File: config.mk
export PLATFORM = sky130hd
export DESIGN_NAME = router_out_arb
export DESIGN_NICKNAME = d
export VERILOG_FILES = /design/src/rtl/router_out_arb.sv
export SDC_FILE = /design/constraint.sdc
export NUM_CORES = 1
export LEC_CHECK = 0
export ABC_AREA = 1
export CORE_UTILIZATION = 45
export DETAILED_ROUTE_END_ITERATION = 8
export GPL_ROUTABILITY_DRIVEN = 0
export PLACE_DENSITY = 0.77
export SETUP_SLACK_MARGIN = 0.4
export SYNTH_ARGS = -nofsm -noshare
export SYNTH_HDL_FRONTEND = slang
export SYNTH_SLANG_ARGS = --single-unit
File: constraint.sdc
create_clock -name clock -period 1.7 [get_ports clock]
set_clock_uncertainty 0.2 [all_clocks]
set_input_delay 0.17 -clock clock [delete_from_list [all_inputs] [get_ports clock]]
set_output_delay 0.17 -clock clock [all_outputs]
set_load 0.02 [all_outputs]
File: src/rtl/router_out_arb.sv
// Packet-level round-robin scheduler sharing one output byte stream among three router FIFOs.
// Define ROUTER_ARB_TIMEOUT_EN to compile in the no-progress abort with per-FIFO soft_reset.
module router_out_arb #(
    parameter int NUM_FIFO = 3,
    parameter int TIMEOUT  = 30
) (
    input  logic                  clock,
    input  logic                  reset,
    input  logic [NUM_FIFO-1:0]   empty,
    input  logic [8*NUM_FIFO-1:0] fifo_data,
    output logic [NUM_FIFO-1:0]   read_enb,
    output logic [NUM_FIFO-1:0]   soft_reset,
    output logic [7:0]            out_data,
    output logic                  out_valid,
    output logic                  out_last,
    input  logic                  out_ready,
    output logic [NUM_FIFO-1:0]   grant,
    output logic                  busy
);
    typedef enum logic [1:0] {IDLE, HDR, BODY, DONE} state_t;

    state_t     state;
    logic [1:0] gidx;
    logic [1:0] ptr;
    logic [1:0] sel;
    logic [1:0] cand;
    logic       found;
    logic [6:0] count;      // reads still to issue for the granted packet
    logic       in_flight;
    logic       rd_issue;
    logic       accept;
    logic       abort;
    logic [7:0] fifo_byte;

    if (NUM_FIFO != 3 || TIMEOUT < 1) begin : g_param_check
        $error("router_out_arb supports NUM_FIFO == 3 and TIMEOUT >= 1 only");
    end

    function automatic logic [1:0] wrap_inc(input logic [1:0] idx);
        return (idx == 2'd2) ? 2'd0 : idx + 2'd1;
    endfunction

    always_comb begin
        case (gidx)
            2'd0:    fifo_byte = fifo_data[7:0];
            2'd1:    fifo_byte = fifo_data[15:8];
            default: fifo_byte = fifo_data[23:16];
        endcase
    end

    // First non-empty FIFO at or after ptr, wrapping modulo 3.
    always_comb begin
        // NOTE: every variable gets a default before any branch, so no path leaves it unassigned and no latch is inferred.
        sel   = ptr;
        cand  = ptr;
        found = 1'b0;
        for (int k = 0; k < NUM_FIFO; k++) begin
            if (!found && !empty[cand]) begin
                sel   = cand;
                found = 1'b1;
            end
            cand = wrap_inc(cand);
        end
    end

    // NOTE: read_enb is decoded from registered state and this cycle's empty/out_ready, so the header read goes out in the first granted cycle.
    always_comb begin
        read_enb = '0;
        if ((state == HDR || state == BODY) && count != 7'd0 && !in_flight
            && !empty[gidx] && (!out_valid || out_ready))
            read_enb[gidx] = 1'b1;
    end

    assign rd_issue = |read_enb;
    assign accept   = out_valid && out_ready;

`ifdef ROUTER_ARB_TIMEOUT_EN
    localparam int STALL_W = $clog2(TIMEOUT + 1);
    logic [STALL_W-1:0] stall_cnt;

    assign abort = busy && !rd_issue && !accept && (stall_cnt == STALL_W'(TIMEOUT - 1));

    always_ff @(posedge clock or posedge reset) begin
        if (reset) begin
            stall_cnt  <= '0;
            soft_reset <= '0;
        end else begin
            soft_reset <= '0;
            if (abort)
                soft_reset[gidx] <= 1'b1;
            if (!busy || rd_issue || accept || abort)
                stall_cnt <= '0;
            else
                stall_cnt <= stall_cnt + 1'b1;
        end
    end
`else
    assign abort      = 1'b0;
    assign soft_reset = '0;
`endif

    // NOTE: all state uses non-blocking assignments so every register samples pre-edge values regardless of statement order.
    always_ff @(posedge clock or posedge reset) begin
        if (reset) begin
            state     <= IDLE;
            gidx      <= 2'd0;
            ptr       <= 2'd0;
            count     <= 7'd0;
            in_flight <= 1'b0;
            grant     <= '0;
            busy      <= 1'b0;
            out_data  <= 8'h00;
            out_valid <= 1'b0;
            out_last  <= 1'b0;
        end else if (abort) begin
            state     <= IDLE;
            count     <= 7'd0;
            in_flight <= 1'b0;
            grant     <= '0;
            busy      <= 1'b0;
            out_valid <= 1'b0;
            out_last  <= 1'b0;
            ptr       <= wrap_inc(gidx);
        end else begin
            in_flight <= rd_issue;
            if (rd_issue)
                count <= count - 7'd1;

            // The output register is always free when a byte returns, since reads wait for it.
            if (in_flight) begin
                out_data  <= fifo_byte;
                out_valid <= 1'b1;
                out_last  <= (state == BODY) && (count == 7'd0);
            end else if (accept) begin
                out_valid <= 1'b0;
                out_last  <= 1'b0;
            end

            case (state)
                IDLE: begin
                    if (found) begin
                        gidx  <= sel;
                        grant <= NUM_FIFO'(1) << sel;
                        busy  <= 1'b1;
                        count <= 7'd1;
                        state <= HDR;
                    end
                end
                HDR: begin
                    if (in_flight) begin
                        count <= {1'b0, fifo_byte[7:2]} + 7'd1;
                        state <= BODY;
                    end
                end
                BODY: begin
                    if (in_flight && count == 7'd0)
                        state <= DONE;
                end
                DONE: begin
                    if (accept) begin
                        grant <= '0;
                        busy  <= 1'b0;
                        ptr   <= wrap_inc(gidx);
                        state <= IDLE;
                    end
                end
            endcase
        end
    end
endmodule

==> out/qor.csv, run 1 <==
stage,metric,value,unit
route,wl_per_cell,17.25,um
setup_path,cp-start-kind,flop,
layout,final_nets,445,
sta,rsz0062_at_grt,true,
place,io_buffers,46,
layout,n_fill_cell,231,
synth,synth_top_area_share,34.57,%
sta,finalHoldViolCount,8,
outcome,outcome,finished with violations,
synth,netlist_instances,295,
setup_path,cp.arrival,2020,ps
setup_path,critPathSlowestCell,dfrtp_2,
setup_path,criticalPathCategory,reg2reg,
sta,slew_violations,0,
setup_path,rr_endpoint,count[6]$_DFF_PP0_,
layout,regArea,704.4,sq um
layout,antenna_cells,0,
global_routing,antenna_found_initial,0,
setup_path,cp-endpoint,count[6]$_DFF_PP0_,
global_routing,grt_max_degree,17,
die,die_w,69.12,um
global_routing,grt_usage,28.74,%
setup_path,critical_path_required,1710,ps
die,start_util,46.55,%
layout,area_delta_synth_final,71.11,%
sta,fin_ws,-307.8,ps
sta,whs,-29.39,ps
synth,synthAdderAreaFrac,3.704,%
sta,fmax,498.1,MHz
synth,seq_area_frac_synth,34.57,%
route,vias_per_cell,5.513,
synth,synth_top_area_cell,dfrtp_1,
route,drc,0,
setup_path,cp_max_fo,5,
clocking,max-clock-path-buffers,2,
route,vias,2536,
clocking,cts.reportedPaths.clkPinSlew,110,ps
power,power,0.001265,W
synth,syn_area,2027,sq um
global_routing,grt_overflow,0,
clocking,htreeDepth,1,
layout,multi_input_area,1465,sq um
sta,finalCriticalPeriod,2008,ps
setup_path,startpoint,gidx[1]$_DFFE_PP0P_,
min_path,hp-class,in2async,
layout,final_cell_mix,"69 x nand2_1, 53 x buf_4, 34 x inv_1",
synth,netlist_top_cells_area,"dfrtp_1 35%, nand2_1 17%, inv_1 8.0%",
global_routing,first_global_vias,2373,
layout,finalNonFillerCells,460,
place,hpwl,4226,um
setup_path,r2r_start,gidx[1]$_DFFE_PP0P_,
sta,fin_setup_tns,-2587,ps
route,wl,7936,um
die,io_pins,50,
die,rows,24,
synth,synth_top_family_by_area,simple AND/OR/NAND/NOR gates,
clocking,clock_latency,290,ps
layout,drive_gt1_share,48.53,%
route,drt_first_iter_violations,305,
synth,synth-warning-count,0,
synth,muxShareOfSynthArea,0,%
synth,ys_types,34,
global_routing,grt_pass1_wl,11070,um
synth,ys_ff_latch,28,
die,coreArea,4354,sq um
setup_path,end_kind,flop,
setup_path,critical-path-max-stage-delay,440,ps
synth,post_synth.cell_area_avg,6.871,sq um
setup_path,crit_chain,inv_2 > buf_6 > buf_6 > nor2_4 > a21oi_2 > nand2_2 > buf_12 > nor2_4 > nand2_2 > nor2_2 > nand3_2 > nand2_2,
route,drt-pass1-iter-count,5,
die,fp.dieArea,4777,sq um
clocking,numCtsBuffers,3,
outcome,failed_checks,"negative hold slack, negative setup slack",
setup_path,rrSetupSlack,-310,ps
layout,layout_commonest_cell,nand2_1,
run,cap_violations,0,
sta,setup_viol,15,
clocking,cts.sinks,28,
setup_path,r2r_cells,12,
power,ir_worst_vdd,0.0004337,V
sta,post-route-period-util,118.1,%
clocking,cts_root_buf,clkbuf_8,
clocking,cts_tree,yes,
power,leakagePower,1.757,nW
synth,synth-compound-area-share,9.506,%
place,dp_slack,-524.8,ps
route,postRouteAntennaNets,0,
setup_path,cp_common_cell,nand2_2,
die,fp.dieH,69.12,um
synth,synthXorXnorAreaFrac,2.160,%
synth,yosys.area_share.simple,37.22,%
power,power_density,364.8,nW/um^2
place,place_inst,430,
layer usage:
metal  up-vias  routed length [um]  track usage, %
met2       150                3987           51.67
met1      1196                2978           33.18
met5         -                   0               0
met3        50                 545           4.971
li1       1140                   -               -
met4         0                 425           12.47
how the worst min path moves through the flow:
stage	from	to	depth (start not counted)
floorplan	reset	busy$_DFFE_PP0P_	1
global placement	busy$_DFFE_PP0P_	busy$_DFFE_PP0P_	2
detailed placement	busy$_DFFE_PP0P_	busy$_DFFE_PP0P_	2
CTS	reset	grant[0]$_DFFE_PP0P_	2
global route	reset	ptr[0]$_DFFE_PP0P_	2
finish	reset	ptr[0]$_DFFE_PP0P_	2
kinds of logic after synthesis:
| family | after synthesis |
|---|---|
| adder cells (fa/ha/maj) | 6 |
| flip-flops | 28 |
| other | 1 |
| XOR/XNOR | 5 |
| AO/OA/AOI/OAI | 33 |
| buffers and inverters | 58 |
| AND/OR/NAND/NOR | 164 |
state kept, by name, summed over array words and instances, names as in the netlist, 2 cells and up:
signal and count:
state 2, out_data 8, ptr 2, gidx 2, grant 3, count 7
final cells by class:
| class | count | share of cell area [%] |
|---|---|---|
| Clock buffer | 4 | 1.299 |
| Inverter | 51 | 6.061 |
| Multi-Input combinational cell | 211 | 42.24 |
| Sequential cell | 28 | 20.31 |
| Tap cell | 52 | 1.876 |
| Timing Repair Buffer | 114 | 28.21 |
timing repair:
item,4_1_cts,5_1_grt
pin swaps,32,34
endpoints found under the setup margin,44,40
setup buffers,10,16
gates resized for setup,141,55
endpoints found under the hold margin,8,0
per-stage QoR:
stage          utilization (%)  hold slack (ps)  instance area, sq um
6_report                 79.66           -29.39                  3468
5_1_grt                  79.66            11.43                  3468
4_1_cts                  74.37           -12.71                  3238
3_5_place_dp             66.21            261.9                  2883
3_3_place_gp             66.21            253.6                  2883
2_1_floorplan                -            35.34                  2102
power breakdown:
part / leakage (nW) / total (W) / internal, W / switching, W
combinational: 1.41 / 0.000208 / 0.000108 / 0.0000995
sequential: 0.321 / 0.000669 / 0.000667 / 0.00000127
clock: 0.0228 / 0.000389 / 0.000169 / 0.000220
total: 1.76 / 0.00127 / 0.000945 / 0.000321
synth_stat cells:
cell type  instances
o21ai_2            2
nor2_1            19
nand3b_1           3
nand3_4            1
clkinv_1           2
ha_1               6
or2_0              1
a21oi_2            2
inv_4              2
nor3_1             1
nand2_2            6
nand4_1            3
nor2_4             2
clkbuf_1           1
nor2b_1            1
o2111ai_2          1
nor2_2             6
inv_2              4
nand3_1           23
conb_1             1
buf_6              3
o211ai_1           1
o21ai_0           19
dfrtp_1           28
a21oi_1            3
xnor2_1            1
xor2_1             4
buf_4              3
and2_1             1
nand2_1           93
o21ai_1            5
nand3_2            3
inv_1             43
and2_4             1
critical path: cells and delay by family, from the launching register on:
family / cells / cell delay [ps]
flops: 1 / 440
simple gates: 7 / 700
compound gates: 1 / 110
buf+inv: 4 / 480
Power figures use the tool's default switching activity.
==> run 2, diff against run 1 <==
Settings changed: CORE_ASPECT_RATIO set to 0.7.
==> out/qor.csv, run 2 (synthesis gave the netlist of run 1 again) <==
stage,metric,value,unit,change
setup_path,rr_endpoint,count[5]$_DFF_PP0_,,
sta,slew_violations,0,,unchanged
setup_path,cp.arrival,2010,ps,about the same
power,power,0.001357,W,+7.2%
setup_path,r2r_cells,11,,-1
die,io_pins,50,,unchanged
sta,rsz0062_at_grt,true,,
setup_path,crit_chain,buf_4 > nor2_4 > buf_8 > a21oi_4 > nand2_4 > nor2_4 > nand4_1 > nand3_1 > nand2_1 > nand2_1 > nand2_1,,
setup_path,crit_buf_inv,2,,-2
sta,fmax,495.5,MHz,-0.51%
route,wl_per_cell,21.51,um,+25%
global_routing,first_global_vias,2446,,+3.1%
outcome,outcome,finished with violations,,
sta,setup_viol,17,,+2
clocking,cts.sinks,28,,unchanged
clocking,cts_root_buf,clkbuf_8,,
layout,n_fill_cell,172,,-26%
layout,antenna_cells,0,,unchanged
setup_path,rrSetupSlack,-320,ps,about the same
layout,top_regs,"out_data (8), count (7), grant (3)",,
layout,largest_reg_flops,8,,unchanged
setup_path,critical-path-max-stage-delay,460,ps,+20 ps
clocking,cts.reportedPaths.clkPinSlew,120,ps,about the same
layout,final_cell_mix,"58 x nand2_1, 52 x buf_4, 33 x buf_6",,
route,vias,2866,,+13%
setup_path,criticalPathCategory,reg2reg,,
setup_path,cp_top_family,simple AND/OR/NAND/NOR gates,,
setup_path,critPathSlowestCell,dfrtp_2,,
outcome,failed_checks,negative setup slack,,
die,rows,20,,-17%
die,fp.dieH,58.15,um,-16%
route,drc,0,,unchanged
place,hpwl,4262,um,+0.86%
sta,post-route-period-util,118.7,%,+0.60 points
sta,fin_ws,-318.0,ps,-10.24 ps
die,fp.dieArea,4781,sq um,about the same
layout,fin_area,3894,sq um,+12%
min_path,hold_path_end,out_data[2]$_DFFE_PP0P_,,
setup_path,critical_path_required,1690,ps,-20 ps
setup_path,cp_common_cell,nand2_1,,
place,dpl-instance-area,2929,sq um,+1.6%
die,die_w,82.22,um,+19%
layout,drive_gt1_share,56.94,%,+8.4 points
global_routing,grt_pass1_wl,11340,um,+2.4%
die,start_util,46.82,%,+0.27 points
power,leakagePower,1.906,nW,+8.4%
setup_path,end_kind,flop,,
place,io_buffers,46,,unchanged
clocking,numCtsBuffers,3,,unchanged
layout,final_nets,462,,+3.8%
setup_path,r2r_start,gidx[0]$_DFFE_PP0P_,,
setup_path,cp_max_fo,7,,+2
route,vias_per_cell,5.971,,+8.3%
die,coreArea,4329,sq um,-0.57%
sta,finalHoldViolCount,0,,-8
place,dp_slack,-557.8,ps,-33.03 ps
global_routing,grt_usage,31.90,%,+3.2 points
sta,fin_setup_tns,-3430,ps,-842.6 ps
route,drt_first_iter_violations,341,,+12%
power,power_density,348.5,nW/um^2,-4.5%
global_routing,antenna_found_initial,0,,unchanged
global_routing,grt_max_degree,21,,+4
clocking,max-clock-path-buffers,2,,unchanged
power,ir_worst_vdd,0.0005468,V,+26%
min_path,hp-class,reg2reg,,
route,wl,10330,um,+30%
sta,finalCriticalPeriod,2018,ps,+10.24 ps
min_path,holdPathStages,2,,
clocking,cts_tree,yes,,
layout,layout_commonest_cell,nand2_1,,
route,drt-pass1-iter-count,7,,+2
run,cap_violations,0,,unchanged
route,postRouteAntennaNets,0,,unchanged
layout,area_delta_synth_final,92.10,%,
global_routing,grt_overflow,0,,unchanged
clocking,htreeDepth,1,,unchanged
setup_path,cp-start-kind,flop,,
layout,regMostFlops,out_data,,
min_path,hp-start,out_data[2]$_DFFE_PP0P_,,
clocking,clock_latency,300,ps,about the same
-- run 2: changes by cell type in the layout (fill, tap and decap cells not counted), sizes merged --
cell	delta
dlymetal6s2s	-1
buf	+16
dlygate4sd3	+1
dlygate4sd2	+1
-- run 2: area by class of cell --
cell class	instances	area (sq um)	share of cell area [%]
multi-input cells	211	1672	42.93
inverters	51	212.7	5.463
well taps	55	68.82	1.767
clock buffers	4	55.05	1.414
repair buffers	131	1181	30.33
flip-flops and latches	28	704.4	18.09
-- run 2: worst max path at each step --
stage | from | endpoint | cells after the start
floorplan | gidx[1]$_DFFE_PP0P_ | count[4]$_DFF_PP0_ | 10
global placement | out_ready | read_enb[2] | 7
detailed placement | out_ready | read_enb[1] | 7
CTS | state[0]$_DFFE_PP0P_ | read_enb[2] | 8
global route | gidx[1]$_DFFE_PP0P_ | count[5]$_DFF_PP0_ | 11
finish | gidx[0]$_DFFE_PP0P_ | count[5]$_DFF_PP0_ | 11
-- run 2: layer usage --
| metal | wire, um | up-vias | global-route usage (%) |
|---|---|---|---|
| met5 | 0 | - | 0 |
| met3 | 1055 | 80 | 6.299 |
| met4 | 741 | 0 | 8.772 |
| met2 | 4884 | 266 | 58.68 |
| met1 | 3645 | 1345 | 37.50 |
| li1 | - | 1175 | - |
-- run 2: tightest hold or removal path, cell delays in order, from the launching register on --
cell and delay, ps:
dfrtp_1 370, nand2_1 60, nand2_1 50
-- run 2: timing repair --
item,4_1_cts,5_1_grt
hold buffers,1,0
endpoints found under the setup margin,44,55
pin swaps,39,42
endpoints found under the hold margin,8,0
buffers inserted,19,19
gates resized for setup,162,103
-- run 2: metrics by stage --
stage,hold slack (ps),util [%],cells
3_5_place_dp,264.9,67.66,437
6_report,301.6,89.94,480
3_3_place_gp,263.4,67.66,437
2_1_floorplan,35.34,-,297
5_1_grt,333.7,89.94,480
4_1_cts,298.7,78.64,461
-- run 2: where the power goes --
| part | switching (W) | internal, W |
|---|---|---|
| clock | 0.000242 | 0.000209 |
| combinational | 0.000121 | 0.000116 |
| sequential | 0.00000179 | 0.000667 |
==> run 3, diff against run 2 <==
Settings changed: CORE_UTILIZATION 45 to 57, DONT_BUFFER_PORTS set to 1, HOLD_SLACK_MARGIN set to 0.15, PLACE_DENSITY 0.77 to 0.75.
==> out/qor.csv, run 3 <==
stage,metric,value,unit,change
die,die_w,73.28,um,-11%
clocking,cts.sinks,28,,unchanged
clocking,max-clock-path-buffers,2,,unchanged
clocking,htreeDepth,1,,unchanged
synth,synth_top_area_share,34.57,%,unchanged
synth,synth-warning-count,0,,unchanged
clocking,numCtsBuffers,3,,unchanged
synth,synth_edf_count,0,,unchanged
synth,ys_types,34,,unchanged
die,fp.dieH,51.89,um,-11%
die,io_pins,50,,unchanged
synth,async_flop_share,100.0,%,unchanged
synth,synth_top_area_cell,dfrtp_1,,
outcome,toolErrorMsg,[ERROR GRT-0232] Routing congestion too high. Check the congestion heatmap in the GUI.,,
global_routing,grt_usage,72.21,%,
place,dp_slack,-122.7,ps,+435.1 ps
synth,ys.flop_type,dfrtp_1,,
synth,synth.most_common_cell,nand2_1,,
synth,seq_area_frac_synth,34.57,%,unchanged
synth,netlist_top_cells_area,"dfrtp_1 35%, nand2_1 17%, inv_1 8.0%",,
sta,grt-worst-endpoint,read_enb[2],,
synth,netlist_instances,295,,unchanged
outcome,outcome,aborted with a tool error,,
place,hpwl,3869,um,-9.2%
global_routing,grt_max_degree,29,,
place,io_buffers,0,,-100%
synth,ys_ff_latch,28,,unchanged
synth,synth_commonest_cells,"93 x nand2_1, 43 x inv_1, 28 x dfrtp_1",,
sta,worst-ep-kind,top-level output,,
global_routing,grt_overflow,55,,
synth,post_synth.cell_area_avg,6.871,sq um,unchanged
synth,syn_area,2027,sq um,unchanged
clocking,cts_root_buf,clkbuf_8,,
outcome,stop_stage,5_1_grt,,
die,start_util,61.88,%,+15 points
die,rows,17,,-15%
[run 3: cell counts after synthesis]
No cell type changed its count.
[run 3: per-stage QoR]
step / setup TNS (ps) / area, sq um / cells / hold WS, ps / utilization [%]
2_1_floorplan: -152.6 / 2102 / 297 / 35.34 / -
4_1_cts: -1905 / 2799 / 395 / -229.1 / 85.45
3_5_place_dp: -504.9 / 2346 / 368 / -47.20 / 71.62
3_3_place_gp: -181.4 / 2346 / 368 / -45.66 / 71.62
[run 3: repair_timing]
item | 4_1_cts
buffers inserted | 16
resized for setup | 79
setup endpoints to repair | 30
hold endpoints to repair | 52
pin swaps | 23
hold buffers | 7
[run 3: cells by family after synthesis]
kind of cell | count (synthesis) | share of synthesized area (%)
fa+ha+maj | 6 | 3.704
buf+inv | 58 | 12.65
other cells | 1 | 0.1850
xor+xnor | 5 | 2.160
flops | 28 | 34.57
simple gates | 164 | 37.22
compound gates | 33 | 9.506
[run 3: metal layers]
metal | track usage [%] | GRT overflow
met1 | 72.08 | 0
met2 | 97.22 | 33
met3 | 43.41 | 1
met4 | 83.01 | 21
met5 | 0 | 0
==> run 4, diff against run 3 <==
Settings changed: CORE_ASPECT_RATIO 0.7 to unset, CORE_UTILIZATION 57 to 40, HOLD_SLACK_MARGIN 0.15 to unset, PLACE_DENSITY 0.75 to unset, PLACE_DENSITY_LB_ADDON set to 0.15, SETUP_SLACK_MARGIN 0.4 to unset.
Clock period 1.7 ns to 2.2 ns, I/O delays scaled along.
==> out/qor.csv, run 4 (synthesis gave the netlist of run 1 again) <==
stage,metric,value,unit,change
layout,final_cell_mix,"92 x nand2_1, 40 x inv_1, 27 x dfrtp_1",,
run,cap_violations,0,,
clocking,numCtsBuffers,3,,unchanged
power,p_int,0.0006959,W,
layout,drive_gt1_share,17.48,%,
power,switching_share,22.95,%,
layout,top_regs,"out_data (8), count (7), grant (3)",,
global_routing,grt_usage,18.83,%,
clocking,cts.sinks,28,,unchanged
layout,largest_reg_flops,8,,
clocking,cts.reportedPaths.clkPinSlew,100,ps,
power,clock_power_share,36.0,%,
route,wl_per_cell,12.03,um,
power,ir_worst_vdd,0.0001944,V,
sta,post-route-period-util,95.78,%,
setup_path,cp.arrival,1690,ps,
route,postRouteAntennaNets,0,,
clocking,cts_root_buf,clkbuf_8,,
global_routing,grt_pass1_wl,7886,um,
sta,setup_viol,0,,
route,vias,1788,,
route,top_layer_used,met4,,
layout,final_util,47.58,%,
route,met2WireLength,2046,um,
global_routing,grt_overflow,0,,
place,hpwl,3575,um,-7.6%
route,m1WireLength,2184,um,
clocking,htreeDepth,1,,unchanged
setup_path,critical_path_required,1780,ps,
place,io_buffers,0,,unchanged
power,leakagePower,1.158,nW,
die,coreArea,4786,sq um,
layout,layout_commonest_cell,nand2_1,,
min_path,hp-class,in2reg,,
power,pwr-share-seq,57.4,%,
sta,whs,13.16,ps,
layout,n_fill_cell,524,,
setup_path,cp-start-kind,flop,,
power,pwr-share-comb,6.5,%,
setup_path,criticalPathCategory,reg2out,,
die,rows,25,,+8
power,power_density,396.6,nW/um^2,
global_routing,first_global_vias,1746,,
route,vias_per_cell,4.755,,
die,fp.dieArea,5356,sq um,
layout,final_nets,346,,
die,start_util,42.35,%,-20 points
sta,finalCriticalPeriod,2107,ps,
layout,area_delta_synth_final,12.35,%,
die,io_pins,50,,unchanged
layout,antenna_cells,0,,
route,drt_first_iter_violations,77,,
route,drt-pass1-iter-count,4,,
route,wl_met3,257,um,
die,die_w,73.19,um,-0.12%
die,fp.dieH,73.19,um,+41%
setup_path,cp_max_fo,4,,
clocking,clock_latency,280,ps,
sta,fmax,474.6,MHz,
place,dp_slack,218.6,ps,+341.2 ps
sta,slew_violations,0,,
outcome,outcome,completed,,
route,wl,4523,um,
clocking,max-clock-path-buffers,2,,unchanged
sta,finalHoldViolCount,0,,
setup_path,end_kind,primary output,,
route,drc,0,,
sta,fin_ws,92.91,ps,
power,p_sw,0.0002073,W,
layout,regMostFlops,out_data,,
global_routing,antenna_found_initial,0,,
clocking,cts_tree,yes,,
global_routing,grt_max_degree,19,,
## run 4: area by class of cell
class	instances	area, sq um	share of cell area, %
repair buffers	15	127.6	5.604
multi-input cells	211	1112	48.85
inverters	51	196.4	8.626
clock buffers	4	55.05	2.418
well taps	67	83.83	3.681
flip-flops and latches	28	701.9	30.82
## run 4: through the flow
| step | area, sq um | setup TNS [ps] | total power (W) | instances |
|---|---|---|---|---|
| 5_1_grt | 2277 | -10.15 | 0.0009390 | 376 |
| 2_1_floorplan | 2034 | 0 | 0.0005743 | 297 |
| 3_3_place_gp | 2103 | 0 | 0.0005838 | 363 |
| 4_1_cts | 2218 | -12.11 | 0.0009198 | 373 |
| 3_5_place_dp | 2103 | 0 | 0.0005836 | 363 |
| 6_report | 2277 | 0 | 0.0009032 | 376 |
## run 4: worst paths after layout
check,slack [ps],cells after the start,end,start
min in group asynchronous,170,2,grant[0]$_DFFE_PP0P_,reset
max in group asynchronous,1010,3,gidx[0]$_DFFE_PP0P_,reset
setup / recovery,90,8,read_enb[2],state[1]$_DFFE_PP0P_
hold / removal,10,3,out_last$_DFFE_PP0P_,out_ready
hold reg to reg,330,2,out_valid$_DFFE_PP0P_,in_flight$_DFF_PP0_
setup reg to reg,240,7,out_data[1]$_DFFE_PP0P_,gidx[1]$_DFFE_PP0P_
## run 4: what timing repair did
action | 4_1_cts | 5_1_grt
endpoints found under the hold margin | 13 | 0
setup buffers | 0 | 3
pin swaps | 0 | 3
setup endpoints to repair | 2 | 4
gates resized for setup | 0 | 12
hold buffers | 6 | 0
## run 4: metal layers
metal	vias to the layer above	track usage (%)
met2	44	32.51
met5	-	0
li1	935	-
met4	0	3.922
met3	4	4.282
met1	805	23.97
## run 4: power groups by stage
stage | registers, W | clock network, W | logic, W
2_1_floorplan | 0.000528 | 0 | 0.0000459
3_3_place_gp | 0.000529 | 0 | 0.0000552
3_5_place_dp | 0.000529 | 0 | 0.0000548
4_1_cts | 0.000519 | 0.000340 | 0.0000611
5_1_grt | 0.000519 | 0.000352 | 0.0000685
6_report | 0.000519 | 0.000326 | 0.0000591
## run 4: critical path, cell delays in order (launching register included)
cell     delay (ps)
dfrtp_1         420
inv_2            70
ha_4            270
inv_2            40
nor2_2           70
and2_4          170
nand2_4          60
nor3_2          150
buf_4           160
